`src/rtl/round_key_store_pkg.sv`:
```
// Shared widths, FSM states and stream-order helpers for the round key store.
package round_key_store_pkg;

  localparam int KEY_S  = 128;  // round key width in bits
  localparam int NR     = 10;   // number of rounds; NR+1 keys are stored
  localparam int ADDR_W = 4;    // round key address/index width

  typedef logic [ADDR_W-1:0] idx_t;
  typedef logic [0:KEY_S-1]  key_t;  // bit 0 is the MSB

  typedef enum logic [1:0] {
    IDLE   = 2'd0,
    STREAM = 2'd1,
    DONE   = 2'd2
  } state_t;

  localparam idx_t IDX_MAX   = idx_t'(NR);
  localparam idx_t IDX_STEP  = idx_t'(1);

  // Forward order runs 0..NR (encrypt), reverse runs NR..0 (decrypt).
  localparam idx_t FWD_START = '0;
  localparam idx_t FWD_END   = IDX_MAX;
  localparam idx_t REV_START = IDX_MAX;
  localparam idx_t REV_END   = '0;

  function automatic idx_t first_idx(input logic dir);
    return dir ? REV_START : FWD_START;
  endfunction

  function automatic idx_t last_idx(input logic dir);
    return dir ? REV_END : FWD_END;
  endfunction

  function automatic idx_t step_idx(input logic dir, input idx_t idx);
    return dir ? (idx - IDX_STEP) : (idx + IDX_STEP);
  endfunction

endpackage

```
`src/rtl/round_key_store_rf.sv`:
```
// NR+1 x KEY_S round key register file with written mask and keys_valid flag.
module round_key_rf
  import round_key_store_pkg::*;
(
  input  logic clk,
  input  logic reset,
  input  logic i_we,
  input  idx_t i_waddr,
  input  key_t i_wdata,
  input  idx_t i_raddr,
  output key_t o_rdata,
  output logic o_keys_valid
);

  key_t        r_mem [0:NR];
  logic [NR:0] r_mask;
  logic        r_keys_valid;
  logic        w_wr_ok;
  logic [NR:0] w_mask_next;

  // Writes beyond the last round key are dropped entirely.
  assign w_wr_ok = i_we && (i_waddr <= IDX_MAX);

  // Next written mask: a write to key 0 restarts the schedule.
  always_comb begin
    // NOTE: every output of a combinational block gets a default first so no latch is inferred.
    w_mask_next = r_mask;
    if (w_wr_ok) begin
      if (i_waddr == '0) w_mask_next = {{NR{1'b0}}, 1'b1};
      else               w_mask_next[i_waddr] = 1'b1;
    end
  end

  // Key storage, written mask and registered completeness flag.
  always_ff @(posedge clk) begin
    if (reset) begin
      // NOTE: the key storage is cleared on reset because stale keys must never reach the datapath.
      for (int i = 0; i <= NR; i++) r_mem[i] <= '0;
      r_mask       <= '0;
      r_keys_valid <= 1'b0;
    end else begin
      // NOTE: state is updated with non-blocking assignments so all registers sample the same pre-edge values.
      if (w_wr_ok) r_mem[i_waddr] <= i_wdata;
      r_mask       <= w_mask_next;
      r_keys_valid <= &w_mask_next;
    end
  end

  // Read port with write-through: a key loaded in the cycle it is rewritten gets the new value.
  always_comb begin
    o_rdata = '0;
    if (w_wr_ok && (i_waddr == i_raddr)) o_rdata = i_wdata;
    else if (i_raddr <= IDX_MAX)         o_rdata = r_mem[i_raddr];
  end

  assign o_keys_valid = r_keys_valid;

endmodule

```
`src/rtl/round_key_store.sv`:
```
// Captures the expanded round keys and streams them forward or reverse over valid/ready.
module round_key_store
  import round_key_store_pkg::*;
(
  input  logic              clk,
  input  logic              reset,
  input  logic              w_e,
  input  logic [0:ADDR_W-1] round_key_addr,
  input  logic [0:KEY_S-1]  round_key,
  input  logic              start,
  input  logic              decrypt,
  input  logic              rk_ready,
  output logic              rk_valid,
  output logic [0:KEY_S-1]  rk_data,
  output logic [0:ADDR_W-1] rk_idx,
  output logic              rk_last,
  output logic              keys_valid,
  output logic              busy,
  output logic              done,
  output logic              abort
);

  state_t r_state;
  logic   r_dir;
  logic   r_rk_valid;
  key_t   r_rk_data;
  idx_t   r_rk_idx;
  logic   r_rk_last;
  logic   r_busy;
  logic   r_done;
  logic   r_abort;

  idx_t   w_wr_addr;
  idx_t   w_rd_addr;
  idx_t   w_next_idx;
  key_t   w_rd_data;
  logic   w_keys_valid;
  logic   w_restart;

  assign w_wr_addr  = round_key_addr;
  assign w_restart  = w_e && (w_wr_addr == '0);
  assign w_next_idx = step_idx(r_dir, r_rk_idx);

  // Read address: the first key of the requested order while idle, otherwise the next key.
  always_comb begin
    w_rd_addr = w_next_idx;
    if (r_state == IDLE) w_rd_addr = first_idx(decrypt);
  end

  round_key_rf u_rf (
    .clk          (clk),
    .reset        (reset),
    .i_we         (w_e),
    .i_waddr      (w_wr_addr),
    .i_wdata      (round_key),
    .i_raddr      (w_rd_addr),
    .o_rdata      (w_rd_data),
    .o_keys_valid (w_keys_valid)
  );

  // Stream control: sequences keys and owns every registered output.
  always_ff @(posedge clk) begin
    if (reset) begin
      r_state    <= IDLE;
      r_dir      <= 1'b0;
      r_rk_valid <= 1'b0;
      r_rk_data  <= '0;
      r_rk_idx   <= '0;
      r_rk_last  <= 1'b0;
      r_busy     <= 1'b0;
      r_done     <= 1'b0;
      r_abort    <= 1'b0;
    end else begin
      r_done  <= 1'b0;
      r_abort <= 1'b0;
      case (r_state)
        IDLE: begin
          if (start && w_keys_valid) begin
            r_state    <= STREAM;
            r_dir      <= decrypt;
            r_rk_valid <= 1'b1;
            r_rk_idx   <= first_idx(decrypt);
            r_rk_data  <= w_rd_data;
            r_rk_last  <= (first_idx(decrypt) == last_idx(decrypt));
            r_busy     <= 1'b1;
          end
        end
        STREAM: begin
          if (w_restart) begin
            // Schedule restart kills the stream; a same-cycle handshake is discarded.
            r_state    <= IDLE;
            r_rk_valid <= 1'b0;
            r_rk_data  <= '0;
            r_rk_idx   <= '0;
            r_rk_last  <= 1'b0;
            r_busy     <= 1'b0;
            r_abort    <= 1'b1;
          end else if (rk_ready) begin
            if (r_rk_last) begin
              r_state    <= DONE;
              r_rk_valid <= 1'b0;
              r_rk_data  <= '0;
              r_rk_idx   <= '0;
              r_rk_last  <= 1'b0;
              r_done     <= 1'b1;
            end else begin
              r_rk_idx   <= w_next_idx;
              r_rk_data  <= w_rd_data;
              r_rk_last  <= (w_next_idx == last_idx(r_dir));
            end
          end
        end
        DONE: begin
          r_state <= IDLE;
          r_busy  <= 1'b0;
        end
        default: begin
          r_state <= IDLE;
          r_busy  <= 1'b0;
        end
      endcase
    end
  end

  assign rk_valid   = r_rk_valid;
  assign rk_data    = r_rk_data;
  assign rk_idx     = r_rk_idx;
  assign rk_last    = r_rk_last;
  assign keys_valid = w_keys_valid;
  assign busy       = r_busy;
  assign done       = r_done;
  assign abort      = r_abort;

endmodule

```
`config.mk`:
```
export PLATFORM = sky130hd
export DESIGN_NAME = round_key_store
export DESIGN_NICKNAME = d
export VERILOG_FILES = /design/src/rtl/round_key_store_pkg.sv /design/src/rtl/round_key_store_rf.sv /design/src/rtl/round_key_store.sv
export SDC_FILE = /design/constraint.sdc
export NUM_CORES = 2
export LEC_CHECK = 0
export CORE_ASPECT_RATIO = 0.8
export CORE_MARGIN = 4
export CORE_UTILIZATION = 53
export DETAILED_ROUTE_END_ITERATION = 12
export GPL_TIMING_DRIVEN = 1
export PLACE_DENSITY_LB_ADDON = 0.2
export SETUP_SLACK_MARGIN = 0.05
export SLEW_MARGIN = 20
export SYNTH_ARGS = -nofsm -noshare
export SYNTH_HDL_FRONTEND = slang
export SYNTH_SLANG_ARGS = --single-unit
```
`constraint.sdc`:
```
create_clock -name clk -period 6.4 [get_ports clk]
set_input_delay 1.6 -clock clk [delete_from_list [all_inputs] [get_ports clk]]
set_output_delay 1.6 -clock clk [all_outputs]
set_load 0.05 [all_outputs]
```
==> metrics <==
Data required, critical path=6.81 ns; wirelength, routed=208.1 mm; Distinct cells, synth=44; port buffer count=275; Worst-Skew Late Latency=just under 0.8 ns; Worst path most repeated cell=nor2_1; startpoint type of the worst setup path=input port; Slowest-stage cell, CP=nor2_1; sw frac=0.2237; CP Capture Type=flop; initial core utilization=0.5362; mean area per synthesized cell=around 12 um2; post-synthesis sequential area ratio=0.6646; worst-path maximum fanout=55; Max stage delay on crit path=0.69 ns; synth top area cells=edfxtp_1 58%, dfxtp_1 8.5%, a32oi_1 6.8%; Crit path buffers/inverters=2; most common cell in the netlist=edfxtp_1; Final Core Density=0.6124; global route overflow=0; r2r setup slk=2.42 ns; worst-path cell chain=clkdlybuf4s50_1 -> nor2_1 -> nand2_4 -> nor2_1 -> or2_4 -> buf_12; Synth Flop Type=edfxtp_1; internal power=17,190 uW; Power Density=slightly below 300 mW/mm2; number of global-route vias before repair=46,464; DR vias=48,196; postcts setup bufs=0; Leak=0.02724 uW; top cells by count, synth=1,280 x edfxtp_1, 1,126 x nor2_1, 980 x nand2_1; # rows=115; power share of the sequential group=0.525; CTS root buffer=clkbuf_16; critical path class=input port to flop; ratio of cells with drive above 1 in the final layout=0.06137; syn_nets=5,899; antenna violations before repair=7; Period Utilization, post-route=0.6880; Final Wtd Congestion=0.8051; DP Wirelength=103.4 mm; mapped cell area=around 0.066 mm2; EDFF count, synth=between 1,000 and 1,500; Hold Fails Final Rpt=0; Non-Filler Instances=7,606; worst hold path type=flop to flop; die height=324.3 um; Core ar.=approximately 0.12 mm2; H-Tree Depth=4; relative slew slack=0.1814; Iter 0 DRT Violations=6,894; Peak Freq=~230 MHz; CP arrival=4.81 ns; area leader, netlist=edfxtp_1; largest net degree at the start of global routing=141; area grow syn2layout=14.22%; first-pass GRT wire length=303.2 mm; Reg clk slew, reported paths=0.06 ns; unrepaired setup endpoints after global routing=no; vias per inst=6.337; worst vdd ir=0.0002426 V; clk buf depth=3; drt first pass iters=5; CTS tree=built; Detail Route Antenna Nets=0; #FFs+latches synth=1,560; Comb pwr share=0.057; wire per inst=between 20 and 30 um; post_cts resized=0; actual slew at the worst max-slew pin=1.228 ns; CTS sink cnt=~1,600; Post-Route Setup TNS=0 ns; Ys Warns=0; max_cap viols=0; hold buffers post-CTS=0; Final Power=roughly 22,000 uW; total track usage=0.3112; outcome=completed; Yosys top cell area share=0.5800; Residual DRC=0; Die ar.=0.1308 mm2; Tmin final=4.403 ns; fillers=9,559; clock power share=0.418; Clock Skew=~0.026 ns; Max Transition Viols Final=0; Die W=~400 um; synthesized instance count=5,758; nets=5,972; Num CTS Buffers=153; I/O pin count=about 280; critical path's top delay family=simple AND/OR/NAND/NOR gates; final number of setup-violating endpoints=0; FFs w/ async S/R, synth=0; NetSw=a little under 5000 uW; placed cells=7,313
## cell type report
| class | count | area, um2 | share of cell area |
|---|---|---|---|
| diodes | 4 | 10.01 | 0.0001322 |
| clock buffers | 220 | 4362 | 0.05762 |
| clock inverters | 68 | 764.5 | 0.01010 |
| inverters | 129 | 484.2 | 0.006397 |
| multi-input cells | 3610 | 19920 | 0.2631 |
| flip-flops and latches | 1560 | 44040 | 0.5818 |
| well taps | 1638 | 2049 | 0.02707 |
| repair buffers | 377 | 4069 | 0.05375 |
## cell families after synthesis
| group | count (synthesis) | share of synthesized area |
|---|---|---|
| compound gates | 900 | 0.09797 |
| fa+ha+maj | 3 | 0.0006796 |
| flops | 1560 | 0.6646 |
| simple gates | 2310 | 0.1380 |
| mux | 386 | 0.05830 |
| buf+inv | 588 | 0.03880 |
| xor+xnor | 11 | 0.001661 |
## worst register-to-register path: cells and delay by family (launching register included)
family	cells	cell delay, ns
DFF	1	0.46
buffers and inverters	1	0.90
xor gates and xnor gates	1	0.63
AOI/OAI and AO/OA	5	1.34
adders and majority gates	1	0.53
## sequential cells by signal, summed over array words and instances (netlist names)
name and cells:
rk_valid 1, u_rf.o_keys_valid 1, u_rf.r_mask 11, r_state 2
abort 1, u_rf.r_mem 1408, r_dir 1, rk_last 1
busy 1, done 1, rk_idx 4, rk_data 128
## cells in the final DEF (no fill, tap or decap), types with 4 or more instances in the layout
master	instances
nand2_4	6
xnor2_1	5
bufinv_16	15
mux2i_1	385
clkdlybuf4s50_1	274
buf_4	58
xor2_1	5
nor2b_1	4
nor2_1	1121
and2_1	128
clkbuf_1	49
edfxtp_1	1280
clkinv_1	17
nand2_1	974
o21ai_1	122
a32oi_1	513
clkbuf_8	9
clkinv_2	22
dfxtp_1	280
nor2_4	5
nor3_1	38
clkbuf_16	162
clkinvlp_4	4
inv_1	129
or2_4	8
diode_2	4
buf_12	42
inv_6	5
o21ai_0	142
a21oi_1	111
## power groups by stage
| stage | Combinational (uW) | Sequential (uW) | Clock [uW] |
|---|---|---|---|
| final | 1260 | 11600 | 9260 |
| after global routing | 1320 | 11700 | 9740 |
| after CTS | 1230 | 11600 | 9310 |
| after detailed placement | 1230 | 11800 | 0 |
| after global placement | 1210 | 11800 | 0 |
| after floorplan | 634 | 11800 | 0 |
## layer usage
layer / GRT usage / share of wire / vias up
met1: 0.4338 / 0.39 / 23736
met3: 0.07802 / 0.13 / 452
met2: 0.4783 / 0.45 / 3216
met4: 0.1128 / 0.035 / 6
met5: 0 / 0.00016 / -
li1: - / - / 20786
## worst paths after layout
path	to	start	cells after the start
max	u_rf.r_mem[1][74]	round_key_addr[0]	6
min	u_rf.r_mem[10][6]	u_rf.r_mem[10][6]	2
max reg2reg	rk_data[7]	rk_idx[3]	8
min reg2reg	u_rf.r_mem[10][6]	u_rf.r_mem[10][6]	2
## stage by stage
stage	hold slack [ns]	cell area, um2	setup slack [ns]
after floorplan	0.4223	66270	1.094
after global placement	0.4330	70530	1.349
after detailed placement	0.4436	70530	1.290
after CTS	0.4540	75650	2.067
after global routing	0.4693	75690	1.825
final	0.4532	75700	1.997
Note: power is estimated with default switching activity, not from simulation.
